===== config.mk =====
export PLATFORM = sky130hd
export DESIGN_NAME = fixed_to_float_packer
export DESIGN_NICKNAME = d
export VERILOG_FILES = /design/src/rtl/cordic_pkg.sv /design/src/rtl/lzc32.sv /design/src/rtl/fixed_to_float_packer.sv
export SDC_FILE = /design/constraint.sdc
export NUM_CORES = 1
export LEC_CHECK = 0
export CORE_ASPECT_RATIO = 1.25
export CORE_MARGIN = 8
export CORE_UTILIZATION = 25
export DETAILED_ROUTE_END_ITERATION = 6
export PLACE_DENSITY = 0.54
export SLEW_MARGIN = 20
export SYNTH_ARGS = -nofsm -noshare
export SYNTH_HDL_FRONTEND = slang
export SYNTH_SLANG_ARGS = --single-unit

===== constraint.sdc =====
create_clock -name clk -period 7.8 [get_ports clk]
set_input_delay 1.95 -clock clk [delete_from_list [all_inputs] [get_ports clk]]
set_output_delay 1.95 -clock clk [all_outputs]
set_load 0.01 [all_outputs]

===== src/rtl/cordic_pkg.sv =====
// Shared definitions for the CORDIC number-format blocks.
//
// Contents:
//   FP_BIAS, FP_EXP_W, FP_MAN_W : IEEE-754 single-precision field parameters
//   FRAC_BITS_DEFAULT           : default fractional bits of the Q2.30 CORDIC format
//   float32_t                   : packed single-precision layout {sign, exp, man}
package cordic_pkg;

  localparam int FP_BIAS  = 127;
  localparam int FP_EXP_W = 8;
  localparam int FP_MAN_W = 23;

  // CORDIC x/y/theta values are Q2.30.
  localparam int FRAC_BITS_DEFAULT = 30;

  typedef struct packed {
    logic                sign;
    logic [FP_EXP_W-1:0] exp;
    logic [FP_MAN_W-1:0] man;
  } float32_t;

endpackage


===== src/rtl/lzc32.sv =====
// 32-bit leading-zero counter (combinational priority encoder).
//
// Ports:
//   value : input  [31:0] word to scan
//   count : output [5:0]  number of leading zeros, 0..31, or 32 when value is 0
//   zero  : output        value is all zeros
module lzc32 (
  input  logic [31:0] value,
  output logic [5:0]  count,
  output logic        zero
);

  // Scan upward so the highest set bit is the last one written.
  always_comb begin
    count = 6'd32;
    for (int i = 0; i < 32; i++) begin
      if (value[i]) begin
        count = 6'(31 - i);
      end
    end
  end

  assign zero = (value == 32'd0);

endmodule


===== src/rtl/fixed_to_float_packer.sv =====
// Converts a signed fixed-point value (FRAC_BITS fractional bits) into an
// IEEE-754 single-precision float, round-to-nearest-even.
//
// Pipeline:
//   S1 sign / magnitude
//   S2 leading-zero count and normalise
//   S3 exponent, round, pack (S3 is the output register)
//
// Ports:
//   clk       : input        rising-edge clock
//   rst_n     : input        asynchronous active-low reset
//   in_valid  : input        in_data is valid
//   in_ready  : output       block accepts in_data this cycle
//   in_data   : input  [31:0] two's-complement fixed-point value
//   out_valid : output       out_data holds a converted result
//   out_ready : input        consumer accepts out_data this cycle
//   out_data  : output [31:0] single-precision result
//
// Handshake: a transfer happens on a rising edge where valid and ready are
// both high at that port. The whole pipe moves together on advance =
// !out_valid || out_ready, and in_ready is exactly advance; when advance is
// low every stage holds, so out_valid/out_data stay stable under stall and
// bubbles are only removed by normal advance.
module fixed_to_float_packer
  import cordic_pkg::*;
#(
  parameter int FRAC_BITS = FRAC_BITS_DEFAULT
) (
  input  logic        clk,
  input  logic        rst_n,
  input  logic        in_valid,
  output logic        in_ready,
  input  logic [31:0] in_data,
  output logic        out_valid,
  input  logic        out_ready,
  output logic [31:0] out_data
);

  // 127 + 31 - FRAC_BITS; the per-sample lzc is subtracted at 9 bits.
  localparam logic [8:0] EXP_BASE = 9'(FP_BIAS + 31 - FRAC_BITS);

  logic advance;
  assign advance  = !out_valid || out_ready;
  assign in_ready = advance;

  // ---------------- S1: sign / magnitude ----------------
  logic        s1_valid;
  logic        s1_sign;
  logic [31:0] s1_mag;
  logic [31:0] mag_next;

  // Two's-complement negate; 0x80000000 maps to itself, which read as
  // unsigned is the correct magnitude 2^31.
  assign mag_next = in_data[31] ? (~in_data + 32'd1) : in_data;

  // ---------------- S2: lzc / normalise ----------------
  logic        s2_valid;
  logic        s2_sign;
  logic        s2_zero;
  logic [5:0]  s2_lzc;
  logic [31:0] s2_norm;
  logic [5:0]  lzc_count;
  logic        lzc_zero;

  lzc32 u_lzc (
    .value (s1_mag),
    .count (lzc_count),
    .zero  (lzc_zero)
  );

  // ---------------- S3: exponent / round / pack ----------------
  logic [8:0]  exp_raw;
  logic [8:0]  exp_final;
  logic [22:0] man_trunc;
  logic        guard_bit;
  logic        sticky_bit;
  logic        round_up;
  logic [23:0] man_inc;
  float32_t    packed_result;
  logic        unused_bits;

  assign exp_raw    = EXP_BASE - {3'd0, s2_lzc};
  assign man_trunc  = s2_norm[30:8];
  assign guard_bit  = s2_norm[7];
  assign sticky_bit = |s2_norm[6:0];
  assign round_up   = guard_bit && (sticky_bit || man_trunc[0]);
  assign man_inc    = {1'b0, man_trunc} + {23'd0, round_up};
  // A carry out leaves man_inc[22:0] at zero, so only the exponent moves.
  assign exp_final  = exp_raw + {8'd0, man_inc[23]};

  always_comb begin
    packed_result      = '0;
    packed_result.sign = s2_sign;
    packed_result.exp  = exp_final[7:0];
    packed_result.man  = man_inc[22:0];
    // Zero never produces -0.0.
    if (s2_zero) begin
      packed_result = '0;
    end
  end

  // The hidden bit and exponent bit 8 are never needed: the exponent range
  // for legal FRAC_BITS is 96..159.
  assign unused_bits = ^{exp_final[8], s2_norm[31]};

  // ---------------- control and output registers ----------------
  always_ff @(posedge clk or negedge rst_n) begin
    if (!rst_n) begin
      s1_valid  <= 1'b0;
      s2_valid  <= 1'b0;
      out_valid <= 1'b0;
      out_data  <= 32'd0;
    end else if (advance) begin
      s1_valid  <= in_valid;
      s2_valid  <= s1_valid;
      out_valid <= s2_valid;
      if (s2_valid) begin
        out_data <= packed_result;
      end
    end
  end

  // Stage data; qualified by the valid bits, so no reset needed.
  always_ff @(posedge clk) begin
    if (advance) begin
      s1_sign <= in_data[31];
      s1_mag  <= mag_next;
      s2_sign <= s1_sign;
      s2_zero <= lzc_zero;
      s2_lzc  <= lzc_count;
      s2_norm <= s1_mag << lzc_count;
    end
  end

endmodule

==> results.cfg <==
[run_status]
outcome = finished clean

[placed_design]
place.gp.congestion = 0.850
place_area_um2 = 7700
io_buffers = 69
place_worst_setup_slack_ps = 2670
dp.cells = 1041
hpwl_mm = 12.8

[clocking]
cts_buffers = 9
clock_path_buffers = 2
cts_sinks = 107
cts.root.buffer_cell = clkbuf_16
hold_buffers = 0
htreeDepth = 3
clk_latency_ps = 370
cts_tree = yes
post-cts-setup-buffers = 0
cts-resized-gates = 0
clk_pin_slew_ps = 70

[sta]
max_freq_ghz = 0.196
rsz0062_at_grt = no
worst_slew_pin_slew_ps = 879
final-setup-viol-count = 0
slew_violations = 0
setup_ws_ps = 2700
slew_headroom = 0.413
finalHoldViolCount = 0
setup_tns_ps = 0
finalCritPeriodShare = 0.654
finalClockSkew_ps = 11.7
timing.final.crit_period_ps = 5100

[worst_setup_path]
critical_path_class = in -> out
r2r_slack_ps = 3560
worstPathRequired_ps = 5850
endpoint_kind = output pin
regToRegEndpoint = s2_norm[29]
worstPathArrival_ps = 3150
crit_fanout = 6
ff2ff_path_depth = 9
worstReg2RegStart = s1_mag[5]
start_kind = primary input

[layout]
area_growth_pct = 20.1
layout.cells.non_filler = 1057
num-fill-cells = 2805
antenna_cells = 0
final_area_um2 = 8010
final_util = 0.302
layout.nets = 747
drive_gt1_frac = 0.0758

[yosys]
syn_avg_cell_area_um2 = 10.2
ys_seq_area_frac = 0.456
synth-compound-area-share = 0.205
synth_top_flop_cell = edfxtp_1
synth_xor_area_frac = 0.0709
synth_most_common_cell = edfxtp_1
yosysTopAreaCell = edfxtp_1
synthSimpleGateAreaFrac = 0.151
syn-num-nets = 696
netlist_instances = 656
synthAdderAreaFrac = 0.00751
netlist_top_cells_count = 72 x edfxtp_1, 55 x nand2_1, 47 x xnor2_1
synth_top_family_by_area = compound AO/OA/AOI/OAI gates
ys_warn_count = 0
synth_top_area_frac = 0.324
synth_mux_area_frac = 0.0756
synth_edf_count = 72
synthTopCellsByArea = edfxtp_1 32%, dfrtp_1 13%, xnor2_1 6.2%, mux2i_1 3.5%, nand2_1 3.1%
ys_types = 64
async_flop_share = 0.327
synth_area_um2 = 6670
synth_seq_cells = 107

[global_routing]
grt_max_degree = 73
antenna_found_initial = 0
overflow = 0
grt_pass1_wl_mm = 27.4
grt_pass1_vias = 5097
grt.total_usage = 0.106

[floorplan]
rows = 67
start_util = 0.252
die_w_um = 162
core_area_um2 = 26500
io_pins = 70
die_h_um = 199
die-area_um2 = 32200

[power_and_ir_drop]
switching_share = 0.365
internal_power_uw = 1540
power_frac_clock = 0.195
cellPowerDensity_nw_per_um2 = 303
p_leak_uw = 0.00286
pwr-share-comb = 0.394
irDropWorstVdd_uv = 89.9
power_frac_seq = 0.411
p_sw_uw = 885

[flow_run]
drv_cap = 0

[routing]
viasPerCell = 4.97
route.antenna.remaining_nets = 0
drc = 0
wl_per_cell_um = 16.0
drt_first_pass_iters = 5
totalWireLength_mm = 16.9
vias = 5258
drt_iter0_drc = 486

[hold_path]
min_path_cells = 0
holdCritStartpoint = s1_sign
hold_path_class = reg -> reg
min_to = s2_sign
-- cell usage in the layout (no fill, tap or decap), types with 12 or more instances in the layout --
master | netlist | layout
xnor2_1 | 47 | 47
a21oi_1 | 31 | 31
nand2_1 | 55 | 55
nor3_1 | 18 | 18
or3_1 | 17 | 17
clkdlybuf4s50_1 | 0 | 67
nand3_1 | 14 | 14
a22o_1 | 18 | 18
nor2_1 | 36 | 36
edfxtp_1 | 72 | 72
inv_1 | 16 | 16
dfrtp_1 | 35 | 35
mux2_2 | 15 | 15
o21ai_0 | 27 | 26
o31ai_1 | 22 | 22
mux2i_1 | 23 | 23
a211oi_1 | 27 | 27
nor4_1 | 12 | 12
-- critical path: stages --
cell             delay (ps)
clkdlybuf4s50_1         460
nand2b_4                180
clkdlybuf4s50_1         550
-- worst max-delay path by stage --
stage / slack (ps) / endpoint / startpoint / cells after the start
after floorplan: 1660 / in_ready / out_ready / 2
after global placement: 2670 / in_ready / out_ready / 3
after detailed placement: 2670 / in_ready / out_ready / 3
after CTS: 2670 / in_ready / out_ready / 3
after global routing: 2650 / in_ready / out_ready / 3
final: 2700 / in_ready / out_ready / 3
-- routing by layer --
layer | GRT usage | vias to the layer above | wire length (um)
met5 | 0 | - | 0
met4 | 0.0460 | 0 | 411
met3 | 0.0197 | 24 | 778
met2 | 0.170 | 115 | 7890
met1 | 0.137 | 2482 | 7830
li1 | - | 2637 | -
-- per-stage QoR --
| step | total power (uW) | hold WS [ps] |
|---|---|---|
| after CTS | 2460 | 438 |
| final | 2430 | 437 |
| after global routing | 2590 | 454 |
| after detailed placement | 1980 | 421 |
| after floorplan | 1590 | 400 |
| after global placement | 1970 | 405 |
-- final cells by class --
class | count | area, um2 | share of cell area
multi-input combinational | 494 | 3410 | 0.427
sequential | 107 | 3040 | 0.379
timing repair buffer | 77 | 741 | 0.0925
tap | 345 | 432 | 0.0539
clock buffer | 10 | 250 | 0.0313
inverter | 18 | 67.6 | 0.00844
clock inverter | 6 | 62.6 | 0.00781
-- power by group through the flow --
stage | Clock [uW] | Sequential [uW] | Combinational (uW)
floorplan | 0 | 1000 | 590
global placement | 0 | 1010 | 962
detailed placement | 0 | 1010 | 964
CTS | 490 | 1000 | 967
global route | 511 | 1030 | 1050
finish | 472 | 999 | 957
-- sequential cells by signal, indices dropped and copies added (netlist names) --
signal,count
out_data,32
s2_zero,1
out_valid,1
s1_sign,1
s2_lzc,6
s1_mag,32
s2_valid,1
s2_norm,31
s1_valid,1
s2_sign,1
-- cells by family (layout without fill, tap and decap cells) --
kind of cell               count (synthesis)  in the layout
and+or+nand+nor                          201            201
AOI/OAI and AO/OA                        192            192
DFF                                      107            107
buffers and inverters                     55            111
xor gates and xnor gates                  54             54
muxes                                     43             43
adders and majority gates                  4              4
Power figures use the tool's default switching activity.
